$ cat src/rtl/dfe_feedback_canceller.sv
`default_nettype none
// ============================================================================
// Module      : dfe_feedback_canceller
// Description : Rx-side DFE summing stage. Takes one equalised sample at a
//               time, subtracts post-cursor ISI (tap-weighted sum of past
//               PAM4 decisions), hands the result to the slicer, then waits
//               for the slicer's decision and shifts it into the history.
//               Only one symbol is in flight at a time.
// Ports       : clk, rstn (async, active-low)
//               s_data/s_valid/s_ready      : sample input handshake
//               tap_coeff                   : signed taps, tap k at [k*SR-1 -: SR]
//               hist_clr                    : synchronous history clear
//               estimation/e_valid          : ISI-cancelled sample to slicer
//               feedback_value/f_valid      : slicer decision (level valid)
//               d_out/d_valid               : decision committed to history
//               erasure_cnt                 : saturating count of f_valid=0 captures
// Options     : DFE_SATURATE_EN - saturate the difference to W bits instead
//               of two's-complement wrap.
// Revision    : 1.0 - initial release
// ============================================================================
module dfe_feedback_canceller #(
  parameter int PULSE_RESPONSE_LENGTH = 2,
  parameter int SIGNAL_RESOLUTION     = 8,
  parameter int TAP_FRAC_BITS         = 6,
  parameter int FB_LATENCY            = 1
) (
  input  logic                                                        clk,
  input  logic                                                        rstn,
  input  logic signed [SIGNAL_RESOLUTION*PULSE_RESPONSE_LENGTH-1:0]   s_data,
  input  logic                                                        s_valid,
  output logic                                                        s_ready,
  input  logic [(PULSE_RESPONSE_LENGTH-1)*SIGNAL_RESOLUTION-1:0]      tap_coeff,
  input  logic                                                        hist_clr,
  output logic signed [SIGNAL_RESOLUTION*PULSE_RESPONSE_LENGTH-1:0]   estimation,
  output logic                                                        e_valid,
  input  logic signed [SIGNAL_RESOLUTION*PULSE_RESPONSE_LENGTH-1:0]   feedback_value,
  input  logic                                                        f_valid,
  output logic signed [SIGNAL_RESOLUTION*PULSE_RESPONSE_LENGTH-1:0]   d_out,
  output logic                                                        d_valid,
  output logic [15:0]                                                 erasure_cnt
);

  localparam int c_nt = PULSE_RESPONSE_LENGTH - 1;
  localparam int c_sr = SIGNAL_RESOLUTION;
  localparam int c_w  = SIGNAL_RESOLUTION * PULSE_RESPONSE_LENGTH;
  localparam int c_pw = c_w + c_sr;                 // one product
  localparam int c_sw = c_pw + $clog2(c_nt) + 1;    // sum of all products, no overflow
  localparam int c_dw = c_sw + 1;                   // sample - isi, full width

  localparam logic [1:0] c_idle = 2'd0;
  localparam logic [1:0] c_calc = 2'd1;
  localparam logic [1:0] c_wait = 2'd2;

  localparam logic [2:0] c_fb_lat = 3'(FB_LATENCY);

  logic [1:0]             r_state;
  logic [2:0]             r_cnt;
  logic signed [c_w-1:0]  r_sample;
  logic signed [c_w-1:0]  r_hist [1:c_nt];
  logic signed [c_w-1:0]  r_est;
  logic                   r_ev;
  logic signed [c_w-1:0]  r_dout;
  logic                   r_dv;
  logic [15:0]            r_ecnt;

  logic signed [c_pw-1:0] w_prod [1:c_nt];
  logic signed [c_sw-1:0] w_sum;
  logic signed [c_sw-1:0] w_isi;
  logic signed [c_dw-1:0] w_diff;
  logic signed [c_w-1:0]  w_est;
  logic signed [c_w-1:0]  w_decision;
  logic                   w_capture;

  // Both operands are sign-extended to the product width so the multiply is
  // done at full precision; a W x SR signed product always fits in W+SR bits.
  for (genvar k = 1; k <= c_nt; k++) begin : g_tap
    logic signed [c_pw-1:0] w_h_ext;
    logic signed [c_pw-1:0] w_t_ext;
    assign w_h_ext  = {{c_sr{r_hist[k][c_w-1]}}, r_hist[k]};
    assign w_t_ext  = {{c_w{tap_coeff[k*c_sr-1]}}, tap_coeff[k*c_sr-1 -: c_sr]};
    assign w_prod[k] = w_h_ext * w_t_ext;
  end

  always_comb begin
    w_sum = '0;
    for (int k = 1; k <= c_nt; k++) begin
      w_sum = w_sum + {{(c_sw-c_pw){w_prod[k][c_pw-1]}}, w_prod[k]};
    end
  end

  // Arithmetic shift drops the Q fraction, rounding toward -inf.
  assign w_isi  = w_sum >>> TAP_FRAC_BITS;
  assign w_diff = {{(c_dw-c_w){r_sample[c_w-1]}}, r_sample} - {w_isi[c_sw-1], w_isi};

`ifdef DFE_SATURATE_EN
  // In range when every bit from the W-bit sign position upward agrees.
  always_comb begin
    if ((w_diff[c_dw-1:c_w-1] == '0) || (w_diff[c_dw-1:c_w-1] == '1)) begin
      w_est = w_diff[c_w-1:0];
    end else if (w_diff[c_dw-1]) begin
      w_est = {1'b1, {(c_w-1){1'b0}}};
    end else begin
      w_est = {1'b0, {(c_w-1){1'b1}}};
    end
  end
`else
  logic w_diff_unused;
  assign w_est         = w_diff[c_w-1:0];
  assign w_diff_unused = ^w_diff[c_dw-1:c_w];
`endif

  assign w_capture  = (r_state == c_wait) && (r_cnt == c_fb_lat);
  assign w_decision = f_valid ? feedback_value : '0;

  always_ff @(posedge clk or negedge rstn) begin
    if (!rstn) begin
      r_state  <= c_idle;
      r_cnt    <= '0;
      r_sample <= '0;
      r_est    <= '0;
      r_ev     <= 1'b0;
      r_dout   <= '0;
      r_dv     <= 1'b0;
      r_ecnt   <= '0;
      for (int k = 1; k <= c_nt; k++) begin
        r_hist[k] <= '0;
      end
    end else begin
      r_dv <= 1'b0;
      case (r_state)
        c_idle: begin
          if (s_valid) begin
            r_sample <= s_data;
            r_state  <= c_calc;
          end
        end
        c_calc: begin
          r_est   <= w_est;
          r_ev    <= 1'b1;
          r_cnt   <= '0;
          r_state <= c_wait;
        end
        c_wait: begin
          r_ev <= 1'b0;
          if (w_capture) begin
            r_dout  <= w_decision;
            r_dv    <= 1'b1;
            if (!f_valid && (r_ecnt != 16'hFFFF)) begin
              r_ecnt <= r_ecnt + 16'd1;
            end
            r_state <= c_idle;
          end else begin
            r_cnt <= r_cnt + 3'd1;
          end
        end
        default: r_state <= c_idle;
      endcase

      // A clear coincident with a capture wins; the decision still reaches d_out.
      if (hist_clr) begin
        for (int k = 1; k <= c_nt; k++) begin
          r_hist[k] <= '0;
        end
      end else if (w_capture) begin
        for (int k = c_nt; k >= 2; k--) begin
          r_hist[k] <= r_hist[k-1];
        end
        r_hist[1] <= w_decision;
      end
    end
  end

  assign s_ready     = (r_state == c_idle);
  assign estimation  = r_est;
  assign e_valid     = r_ev;
  assign d_out       = r_dout;
  assign d_valid     = r_dv;
  assign erasure_cnt = r_ecnt;

endmodule
`default_nettype wire

$ cat config.mk
export PLATFORM = sky130hd
export DESIGN_NAME = dfe_feedback_canceller
export DESIGN_NICKNAME = d
export VERILOG_FILES = /design/src/rtl/dfe_feedback_canceller.sv
export SDC_FILE = /design/constraint.sdc
export NUM_CORES = 1
export LEC_CHECK = 0
export CORE_AREA = 5 5 119 121
export DETAILED_ROUTE_END_ITERATION = 12
export DIE_AREA = 0 0 124 126
export DONT_BUFFER_PORTS = 1
export PLACE_DENSITY = 0.84
export SYNTH_ARGS = -nofsm -noshare
export SYNTH_HDL_FRONTEND = slang
export SYNTH_SLANG_ARGS = --single-unit
$ cat constraint.sdc
create_clock -name clk -period 7.3 [get_ports clk]
set_clock_uncertainty 0.1 [all_clocks]
set_input_delay 1.46 -clock clk [delete_from_list [all_inputs] [get_ports clk]]
set_output_delay 1.46 -clock clk [all_outputs]
set_load 0.02 [all_outputs]
* Yosys cells after proc, flatten, opt, wreduce, memory -nomap -nowiden
Cells that the tools add are included.
** Cells by class
- Add/sub/neg operators :: 3
- Multiply operators :: 1
- Equal/unequal tests :: 7
- Mux-type cells :: 11
- Reduce and logical (&&, ||, !) cells :: 11
** Operators with widths (number)
- 16-bit 2-to-1 mux :: 3
- 16-bit by 8-bit multiplier with 22-bit output :: 1
- 16-bit by 1-bit adder with 16-bit output, second input constant :: 1
- 16-bit != test, second input constant :: 1
- 16-bit subtractor :: 1
- 2-bit AND reduction :: 4
- 2-bit != test, second input constant :: 3
- 2-bit one-hot mux with 3 select lines :: 1
- 3-bit one-hot mux with 2 select lines :: 1
- 2-bit 2-to-1 mux :: 2
- 2-bit nonzero test :: 2
- 3-bit by 1-bit adder with 3-bit output, second input constant :: 1
- 3-bit by 1-bit equality test with 1-bit output, second input constant :: 1
- 3-bit 2-to-1 mux :: 1
- 3-bit AND reduction :: 1
- 2-bit by 1-bit equality test with 1-bit output, second input constant :: 1
- 2-bit equality test, second input constant :: 1
- 1-bit logical AND :: 2
- 2-bit zero test :: 1
- 1-bit 2-to-1 mux :: 2
- 1-bit one-hot mux with 2 select lines :: 1
- 1-bit zero test :: 1
** Storage, ports and cells
- Register bits :: 87
- Input bits :: 45
- Output and inout port bits :: 51
- Word-level logic and storage cells :: 42

* Depth between registers and ports, before layout
Gate-level depths: netlist of run 1.
- Depth after elaboration :: 4
- Mapped depth :: 27
- Gate-level depth less buffers :: 26

* Worst setup path before layout of run 1
OpenSTA, ideal clock, no wires.
- Path type :: input to register
- From :: input port tap_coeff[6]
- To :: register r_est[15], in the netlist estimation[15]
- Library setup time :: 126 ps
- Data arrival time :: 6845 ps
- Required time :: 7074 ps
- Path slack :: 229 ps
- Cell stages on the path :: 26
- Path buffers :: 1
- Cell sequence :: clkbuf_1 nand2_1 fa_1 fa_1 inv_1 fa_1 inv_1 fa_1 inv_1 ha_1 nand4b_1 nor2_1 nor4b_2 nor2_1 a21oi_1 o21bai_1 xnor2_1 ha_1 o21ai_0 nor2_1 and3_1 a221oi_2 a211o_1 nand3_1 and4_1 a221o_1
** On the way
- Word-level cells in the longest chain between the ends :: 2
** Ends and longest elaborated chain
- start: declaration :: RTL line 32 : input logic [(PULSE_RESPONSE_LENGTH-1)*SIGNAL_RESOLUTION-1:0] tap_coeff,
- 16-bit by 8-bit multiplier with 22-bit output :: RTL line 81 : assign w_prod[k] = w_h_ext * w_t_ext;
- 16-bit subtractor :: RTL line 93 : assign w_diff = {{(c_dw-c_w){r_sample[c_w-1]}}, r_sample} - {w_isi[c_sw-1], w_isi};
- end signal: assignment :: RTL line 138 : r_est <= w_est;
- end: declaration :: RTL line 60 : logic signed [c_w-1:0] r_est;
No other way between the ends.
A chain may end at the register's enable or synchronous reset.

* Worst setup path after layout of run 1
- From :: input port tap_coeff[7]
- To :: register r_est[15], in the netlist estimation[15]
Same word-level chain as after synthesis.

==> flow_metrics.env, run 1 <==
export IMPL_status="finished, final reports clean"
export IMPL_hold_path_class="reg -> reg"
export IMPL_clock_latency_ns=0.35
export IMPL_avgSynthCellArea_um2=9.95
export IMPL_hpwl_um=12500
export IMPL_clk_pin_slew_ns=0.07
export IMPL_synth_seq_area_share=0.266
export IMPL_rsz0062_at_grt="no"
export IMPL_grt_pass1_wl_um=27800
export IMPL_io_pins=96
export IMPL_initial_core_util=0.630
export IMPL_final_area_mm2=0.00867
export IMPL_first_pass_iters=4
export IMPL_area_growth_pct=6.16
export IMPL_vdd_drop_max_v=0.000235
export IMPL_cts_hold_buf=0
export IMPL_power_density_mw_per_mm2=282
export IMPL_fillers=986
export IMPL_synth_edf_count=0
export IMPL_placed_cell_area_mm2=0.00836
export IMPL_synthDistinctLibCells=54
export IMPL_setup_violations_final=0
export IMPL_synthArstFlopShare=1.00
export IMPL_die_h_um=126
export IMPL_numCtsBuffers=9
export IMPL_start_kind="primary input"
export IMPL_synth_warning_count=0
export IMPL_drive_gt1_frac=0.0693
export IMPL_io_buffers=0
export IMPL_worstMarginPinSlew_ns=1.08
export IMPL_criticalPathCategory="in -> reg"
export IMPL_wl_per_cell_um=15.9
export IMPL_postRouteAntennaNets=0
export IMPL_cap_violations=0
export IMPL_hold_viol_final=0
export IMPL_drc_errors=0
export IMPL_cts_tree="built"
export IMPL_clock_path_buffers=2
export IMPL_cts_sinks=87
export IMPL_die_x_um=124
export IMPL_finalCoreUtilization=0.668
export IMPL_synth_seq_cells=87
export IMPL_htree_levels=3
export IMPL_placed_cells=983
export IMPL_coreArea_mm2=0.0130
export IMPL_ctsRootBufferMaster="clkbuf_16"
export IMPL_grt_util_all_layers=0.219
export IMPL_cp_arrival_ns=7.12
export IMPL_worst_slew_margin_rel=0.283
export IMPL_place_congestion=0.805
export IMPL_synth_flop_cell="dfrtp_1"
export IMPL_synthTopCellsByCount="inv_1, fa_1, dfrtp_1, and2_1, ha_1"
export IMPL_endpoint_kind="flip-flop"
export IMPL_synth_top_area_cell="dfrtp_1"
export IMPL_grt_overflow=0
export IMPL_fmax_mhz=143
export IMPL_syn_inst=821
export IMPL_grt_pass1_vias=5956
export IMPL_hold_slack_ns=0.408
export IMPL_vias=5594
export IMPL_antenna_cells=0
export IMPL_row_count=42
export IMPL_die_area_mm2=0.0156
export IMPL_yosysMostFrequentCell="inv_1"
export IMPL_fin_nets=1019
export IMPL_routed_wl_um=15900
export IMPL_grt_max_degree=88
export IMPL_fin_crit_sh=0.956
export IMPL_syn_cell_area_mm2=0.00817
export IMPL_cp_data_required_time_ns=7.44
export IMPL_critPathMaxFanout=7
export IMPL_cts_setup_buffers=0
export IMPL_synth_top_area_frac=0.266
export IMPL_tns_ns=0
export IMPL_leakage_uw=0.00420
export IMPL_final_cells=999
export IMPL_antenna_found_initial=0
export IMPL_synth_fp_nets=1022
export IMPL_finalMaxSlewViolations=0
export IMPL_vias_per_cell=5.60
export IMPL_yosys_top_cells_area="dfrtp_1, fa_1, ha_1"
export IMPL_drt_iter0_markers=246
export IMPL_period_minus_slack_ns=6.98
[path summary, 6_finish.rpt]
path	slack [ns]	end	start	cells past startpoint
max in group asynchronous	6.28	estimation[13]	rstn	0
max reg2reg	0.90	estimation[15]	r_hist[0]	25
min reg2reg	0.41	r_sample[0]	r_sample[0]	1
max	0.32	estimation[15]	tap_coeff[7]	25
min in group asynchronous	0.71	d_out[10]	rstn	0
min	0.41	r_sample[0]	r_sample[0]	1
[registers in the layout, indices dropped and copies added, names as in the netlist]
signal and count:
r_state 2, r_hist 16, d_valid 1, erasure_cnt 16, r_cnt 3, r_sample 16
d_out 16, estimation 16, e_valid 1
[repair_timing]
action / CTS / global route
endpoints found under the hold margin: 0 / 0
setup endpoints to repair: 0 / 1
gates resized for setup: 0 / 1
[cell type report]
type | count | area, um^2 | share of cell area
multi-input combinational | 571 | 5390 | 0.622
clock buffer | 10 | 229 | 0.0264
sequential | 87 | 2180 | 0.251
inverter | 142 | 533 | 0.0614
tap | 176 | 220 | 0.0254
clock inverter | 6 | 70.1 | 0.00808
timing repair buffer | 7 | 52.6 | 0.00606
[through the flow]
stage,setup slack (ns),power [uW]
after global routing,0.0180,2640
after CTS,0.308,2450
final,0.318,2450
after global placement,0.0941,1940
after detailed placement,-0.0493,1970
after floorplan,0.229,1720
[critical path, stage by stage]
cell and delay (ns):
or2b_1 0.24, fa_1 0.53, fa_1 0.55, inv_1 0.05, fa_1 0.54, inv_1 0.06, fa_1 0.53, inv_1 0.05
ha_1 0.33, nand4b_1 0.13, nor2_1 0.07, nor4b_2 0.30, nor2_1 0.12, a21oi_1 0.25, o21bai_1 0.11, xnor2_1 0.13
ha_1 0.29, o21ai_0 0.08, nor2_1 0.14, and3_1 0.22, a221oi_4 0.08, a211o_1 0.30, a21o_1 0.17, and4_1 0.14
a221o_1 0.25
[metal layers]
layer	GRT usage	up-vias	share of wire
met5	0	-	0
met1	0.280	2815	0.40
met2	0.375	124	0.53
li1	-	2623	-
met3	0.0444	32	0.049
met4	0.0677	0	0.024
[cells by family after synthesis]
family,synth area share
AO/OA/AOI/OAI,0.0903
flip-flops,0.266
adder cells (fa/ha/maj),0.326
XOR/XNOR,0.0504
AND/OR/NAND/NOR,0.156
buffers and inverters,0.0750
multiplexers,0.0357
[placed cells by master (no fill, tap or decap), types with 6 or more instances in the layout]
cell       count
fa_1          95
mux2_2        25
and2_1        84
nand3_1        9
nand2_1       47
nand4_1        6
inv_1        141
a22oi_1       16
a22o_1        16
dfrtp_1       87
xor2_1         9
a21oi_1       21
ha_1          61
buf_4          7
xnor2_1       38
and3_1         9
o21ai_0       13
nor3_1        11
clkbuf_16      9
a21o_1         6
nor2_1        47
[where the power goes]
| part | switching, uW | internal [uW] |
|---|---|---|
| combinational | 583 | 555 |
| sequential | 214 | 628 |
| clock | 199 | 268 |
(Power assumes the default switching activity.)
==> inputs of run 2 (changes only) <==
BUFFER_PORTS_ARGS = -buffer_cell sky130_fd_sc_hd__buf_2   (was default)
CORE_AREA = 5 5 121 123   (was 5 5 119 121)
CTS_BUF_LIST = sky130_fd_sc_hd__clkbuf_8   (was default)
DIE_AREA = 0 0 126 128   (was 0 0 124 126)
DONT_BUFFER_PORTS = default   (was 1)
PLACE_DENSITY = 0.88   (was 0.84)
==> run 2 against run 1 <==
  * Critical path depth is 1 higher
  * Sequential share of layout area is 1.8 points lower
  * Register-to-register slack hardly changed
  * Sequential power is 14% lower
  * Via count is 10% higher
  * Combinational power is 26% higher
  * Highest routed layer unchanged
==> flow_metrics.env, run 2 (synthesis gave the netlist of run 1 again) <==
export IMPL_status="finished, final reports clean"
export IMPL_switching_share=0.409
export IMPL_final_cell_mix="inv_1, fa_1, buf_2, dfrtp_1, and2_1"
export IMPL_hold_path_class="reg -> reg"
export IMPL_cpPeakStageDelay_ns=0.54
export IMPL_power_density_mw_per_mm2=281
export IMPL_routed_wl_um=17500
export IMPL_coreArea_mm2=0.0136
export IMPL_cap_violations=0
export IMPL_critPathMaxFanout=3
export IMPL_cts_hold_buf=0
export IMPL_hold_viol_final=0
export IMPL_die_h_um=128
export IMPL_hpwl_um=14000
export IMPL_antenna_cells=0
export IMPL_drive_gt1_frac=0.196
export IMPL_place_congestion=0.847
export IMPL_clk_pin_slew_ns=0.10
export IMPL_cts_tree="built"
export IMPL_placed_cells=1103
export IMPL_final_cells=1120
export IMPL_slowest_stage="fa_1"
export IMPL_vdd_drop_max_v=0.000188
export IMPL_p_clk_frac=0.175
export IMPL_numCtsBuffers=9
export IMPL_placed_cell_area_mm2=0.00900
export IMPL_cp_arrival_ns=7.22
export IMPL_wl_per_cell_um=15.7
export IMPL_critPathBufInv=4
export IMPL_crit_family="adder cells"
export IMPL_drt_iter0_markers=340
export IMPL_die_x_um=126
export IMPL_start_kind="primary input"
export IMPL_area_growth_pct=14.5
export IMPL_clock_path_buffers=2
export IMPL_drc_errors=0
export IMPL_fin_nets=1136
export IMPL_cts_sinks=87
export IMPL_fmax_mhz=142
export IMPL_grt_pass1_wl_um=29800
export IMPL_grt_overflow=0
export IMPL_io_pins=96
export IMPL_vias_per_cell=5.50
export IMPL_antenna_found_initial=0
export IMPL_worstMarginPinSlew_ns=1.10
export IMPL_crit_top_cell="fa_1"
export IMPL_criticalPathCategory="in -> reg"
export IMPL_fillers=1015
export IMPL_final_common_cell="inv_1"
export IMPL_finalMaxSlewViolations=0
export IMPL_grt_pass1_vias=6468
export IMPL_endpoint_kind="flip-flop"
export IMPL_power_switching_uw=1080
export IMPL_seq_power_share=0.276
export IMPL_setup_violations_final=0
export IMPL_grt_util_all_layers=0.227
export IMPL_vias=6160
export IMPL_final_area_mm2=0.00935
export IMPL_io_buffers=95
export IMPL_tns_ns=0
export IMPL_period_minus_slack_ns=7.04
export IMPL_clock_latency_ns=0.39
export IMPL_cp_data_required_time_ns=7.48
export IMPL_worst_slew_margin_rel=0.268
export IMPL_first_pass_iters=6
export IMPL_comb_power_share=0.549
export IMPL_die_area_mm2=0.0161
export IMPL_power_internal_uw=1560
export IMPL_hold_slack_ns=0.400
export IMPL_leakage_uw=0.00474
export IMPL_post_place_ws_ns=-0.171
export IMPL_fin_ws_ns=0.261
export IMPL_fin_crit_sh=0.964
export IMPL_ctsRootBufferMaster="clkbuf_8"
export IMPL_initial_core_util=0.603
export IMPL_grt_max_degree=45
export IMPL_htree_levels=3
export IMPL_row_count=43
export IMPL_postRouteAntennaNets=0
[run 2: cell count changes in the layout (fill, tap and decap cells not counted), moves of 2 or more]
cell,previous run,this run
buf_2,0,94
buf_4,7,30
clkbuf_16,9,0
clkbuf_8,0,9
bufinv_16,1,4
nor2_1,47,44
nor2_2,0,3
a21oi_1,21,19
a21oi_2,1,3
clkinvlp_4,2,0
[run 2: repair_timing]
action / 4_1_cts / 5_1_grt
resized for setup: 0 / 13
buffers inserted: 0 / 1
setup endpoints to repair: 0 / 3
[run 2: worst paths after layout]
check	slack [ns]	endpoint	from	cells past startpoint
worst max-delay path	0.26	estimation[15]	tap_coeff[7]	26
max in group asynchronous	5.15	estimation[4]	rstn	2
min in group asynchronous	0.94	erasure_cnt[0]	rstn	1
worst min-delay path	0.40	erasure_cnt[5]	erasure_cnt[5]	1
worst max register to register	0.91	estimation[15]	r_hist[0]	25
worst min register to register	0.40	erasure_cnt[5]	erasure_cnt[5]	1
[run 2: layer usage]
metal | part of all wire | GRT usage
met4 | 0.025 | 0.0789
met2 | 0.54 | 0.397
met1 | 0.40 | 0.286
met5 | 0 | 0
met3 | 0.035 | 0.0388
[run 2: final cells by class]
class                      instances  area [um^2]  area share
sequential                        87         2180       0.233
timing repair buffer             124          696      0.0744
clock inverter                     7          151      0.0162
tap                              180          225      0.0241
clock buffer                       9          124      0.0132
inverter                         142          533      0.0570
multi-input combinational        571         5450       0.582
[run 2: power by group through the flow]
stage	combinational (uW)	sequential, uW	clock [uW]
floorplan	912	812	0
CTS	1420	725	470
detailed placement	1400	733	0
global route	1600	745	491
finish	1440	726	462
global placement	1350	727	0
[run 2: stage by stage]
step / power (uW) / util
floorplan: 1720 / -
global placement: 2070 / 0.664
detailed placement: 2130 / 0.664
CTS: 2610 / 0.684
global route: 2840 / 0.690
finish: 2630 / 0.690
[run 2: worst register-to-register path, stage by stage, from the launching register on]
cell	delay, ns
dfrtp_1	0.49
or2b_1	0.29
fa_1	0.53
fa_1	0.54
inv_1	0.05
fa_1	0.52
inv_1	0.05
fa_1	0.52
inv_1	0.05
ha_1	0.33
nand4b_1	0.15
nor2_2	0.08
nor4b_4	0.35
nor2_2	0.09
a21oi_2	0.19
o21bai_1	0.09
xnor2_1	0.13
ha_1	0.30
o21ai_1	0.13
nor2_1	0.08
and3_1	0.21
a221oi_4	0.27
a211o_1	0.20
nand3_1	0.09
and4_1	0.20
a221o_1	0.25
==> inputs of run 3 (changes only) <==
ABC_AREA = 1   (was default)
CORE_AREA = 5 5 127 129   (was 5 5 121 123)
DIE_AREA = 0 0 132 134   (was 0 0 126 128)
PLACE_DENSITY = 0.87   (was 0.88)
TNS_END_PERCENT = 10   (was default)
==> run 3 against run 2 <==
  * Non-clock buffer count fell by 24
  * Critical endpoint is now estimation[14]
  * Via count rose by 22%
  * Largest cell class unchanged
  * First-iteration DRC count is 39% higher
  * Worst hold slack worse by 0.016 ns
==> flow_metrics.env, run 3 <==
export IMPL_status="finished, final reports clean"
export IMPL_reg2regPathDepth=27
export IMPL_clk_pin_slew_ns=0.08
export IMPL_vias=7499
export IMPL_hpwl_um=16000
export IMPL_crit_family="adder cells"
export IMPL_final_common_cell="nand2_1"
export IMPL_finalMaxSlewViolations=0
export IMPL_clock_path_buffers=2
export IMPL_numCtsBuffers=9
export IMPL_hold_slack_ns=0.384
export IMPL_synth_edf_count=0
export IMPL_fin_nets=1447
export IMPL_cp_num_cells=28
export IMPL_crit_top_cell="nand2_1"
export IMPL_synth_flop_cell="dfrtp_1"
export IMPL_cap_violations=0
export IMPL_coreArea_mm2=0.0149
export IMPL_grt_overflow=0
export IMPL_synth_seq_cells=87
export IMPL_synth_warning_count=0
export IMPL_layout_area_seq_mm2=0.00218
export IMPL_power_uw=2680
export IMPL_place_congestion=0.923
export IMPL_fin_crit_sh=0.945
export IMPL_worst_slew_margin_rel=0.275
export IMPL_final_cell_mix="nand2_1, inv_1, fa_1, buf_2, dfrtp_1"
export IMPL_antenna_cells=0
export IMPL_power_density_mw_per_mm2=275
export IMPL_synthDistinctLibCells=40
export IMPL_drt_iter0_markers=472
export IMPL_criticalPathCategory="in -> reg"
export IMPL_ctsRootBufferMaster="clkbuf_8"
export IMPL_yosysMostFrequentCell="nand2_1"
export IMPL_grt_max_degree=56
export IMPL_syn_inst=1176
export IMPL_cts_sinks=87
export IMPL_cp_arrival_ns=7.07
export IMPL_synth_top_area_cell="dfrtp_1"
export IMPL_io_pins=96
export IMPL_routed_wl_um=19800
export IMPL_fin_ws_ns=0.401
export IMPL_yosys_top_cells_area="dfrtp_1, fa_1, nand2_1"
export IMPL_post_place_ws_ns=0.0201
export IMPL_grt_pass1_vias=7761
export IMPL_endpoint_kind="flip-flop"
export IMPL_hold_depth=2
export IMPL_hold_path_class="reg -> reg"
export IMPL_die_x_um=132
export IMPL_row_count=45
export IMPL_vdd_drop_max_v=0.000177
export IMPL_drc_errors=0
export IMPL_fmax_mhz=145
export IMPL_io_buffers=95
export IMPL_syn_cell_area_mm2=0.00899
export IMPL_synth_fp_nets=1377
export IMPL_setup_violations_final=0
export IMPL_die_h_um=134
export IMPL_clock_latency_ns=0.38
export IMPL_rsz0062_at_grt="no"
export IMPL_hold_viol_final=0
export IMPL_vias_per_cell=5.21
export IMPL_critPathBufInv=7
export IMPL_grt_pass1_wl_um=34400
export IMPL_period_minus_slack_ns=6.90
export IMPL_slowest_stage="fa_1"
export IMPL_multiInputGateArea_mm2=0.00557
export IMPL_tns_ns=0
export IMPL_grt_util_all_layers=0.235
export IMPL_synthArstFlopShare=1.00
export IMPL_area_growth_pct=8.30
export IMPL_worstMarginPinSlew_ns=1.08
export IMPL_avgSynthCellArea_um2=7.64
export IMPL_htree_levels=3
export IMPL_wl_per_cell_um=13.7
export IMPL_synth_seq_area_share=0.242
export IMPL_antenna_found_initial=0
export IMPL_postRouteAntennaNets=0
export IMPL_leakage_uw=0.00575
export IMPL_first_pass_iters=5
export IMPL_cp_data_required_time_ns=7.47
export IMPL_cts_hold_buf=0
export IMPL_critPathMaxFanout=10
export IMPL_initial_core_util=0.602
export IMPL_fillers=1266
export IMPL_start_kind="primary input"
export IMPL_drive_gt1_frac=0.114
export IMPL_cpPeakStageDelay_ns=0.53
export IMPL_cts_tree="built"
export IMPL_synthTopCellsByCount="nand2_1, inv_1, fa_1, dfrtp_1, nor2_1"
export IMPL_die_area_mm2=0.0177
export IMPL_synth_top_area_frac=0.242
## run 3: power by group
group	internal, uW	switching [uW]
combinational	608	1020
clock	118	172
sequential	641	117
total	1370	1310
## run 3: logic make-up after synthesis
group                      after synthesis  synth area share
adders and majority gates              156             0.297
buffers and inverters                  326             0.138
xor gates and xnor gates                34            0.0331
AOI/OAI and AO/OA                      114            0.0695
and+or+nand+nor                        445             0.203
DFF                                     87             0.242
muxes                                   14            0.0175
## run 3: layout make-up
type	count	share of cell area
clock buffers	9	0.0127
clock inverters	7	0.00347
inverters	285	0.111
multi-input cells	763	0.572
flip-flops and latches	87	0.224
well taps	188	0.0242
repair buffers	100	0.0530
## run 3: final timing paths
| kind | start | end | slack [ns] |
|---|---|---|---|
| max | tap_coeff[7] | estimation[14] | 0.40 |
| min | estimation[1] | estimation[1] | 0.38 |
| max reg2reg | r_hist[0] | estimation[14] | 1.21 |
| min reg2reg | estimation[1] | estimation[1] | 0.38 |
| max in group asynchronous | rstn | r_sample[4] | 5.17 |
| min in group asynchronous | rstn | d_out[13] | 0.89 |
## run 3: metal layers
metal / track usage / vias to the layer above / routed length, um
met5: 0 / - / 0
met4: 0.106 / 0 / 713
met3: 0.0375 / 54 / 932
met2: 0.421 / 218 / 10400
met1: 0.279 / 3585 / 7710
li1: - / 3642 / -
## run 3: per-stage QoR
stage | area (um^2) | util | std cells
after floorplan | 8990 | - | 1176
after global placement | 9560 | 0.640 | 1421
after detailed placement | 9560 | 0.640 | 1421
after CTS | 9710 | 0.651 | 1437
after global routing | 9730 | 0.652 | 1439
final | 9730 | 0.652 | 1439
## run 3: worst register-to-register path, stage by stage (launching register included)
cell	delay, ns
dfrtp_1	0.46
inv_1	0.18
nand2_1	0.16
fa_1	0.54
fa_1	0.54
inv_1	0.06
fa_1	0.55
inv_1	0.06
fa_1	0.53
inv_1	0.05
ha_1	0.34
nand2_1	0.11
inv_1	0.04
nand2_1	0.06
nand2_1	0.06
nand2_1	0.06
nand2_1	0.06
a21oi_1	0.26
o21bai_1	0.14
xor2_1	0.17
ha_1	0.35
a21oi_1	0.30
o21ai_0	0.16
a21oi_1	0.15
o21ai_0	0.11
or2_2	0.29
nand3_1	0.07
nand2_1	0.05
## run 3: what timing repair did
action                                  4_1_cts  5_1_grt
setup buffers                                 0        2
resized for setup                             0        1
endpoints found under the setup margin        0        1
endpoints found under the hold margin         0        0
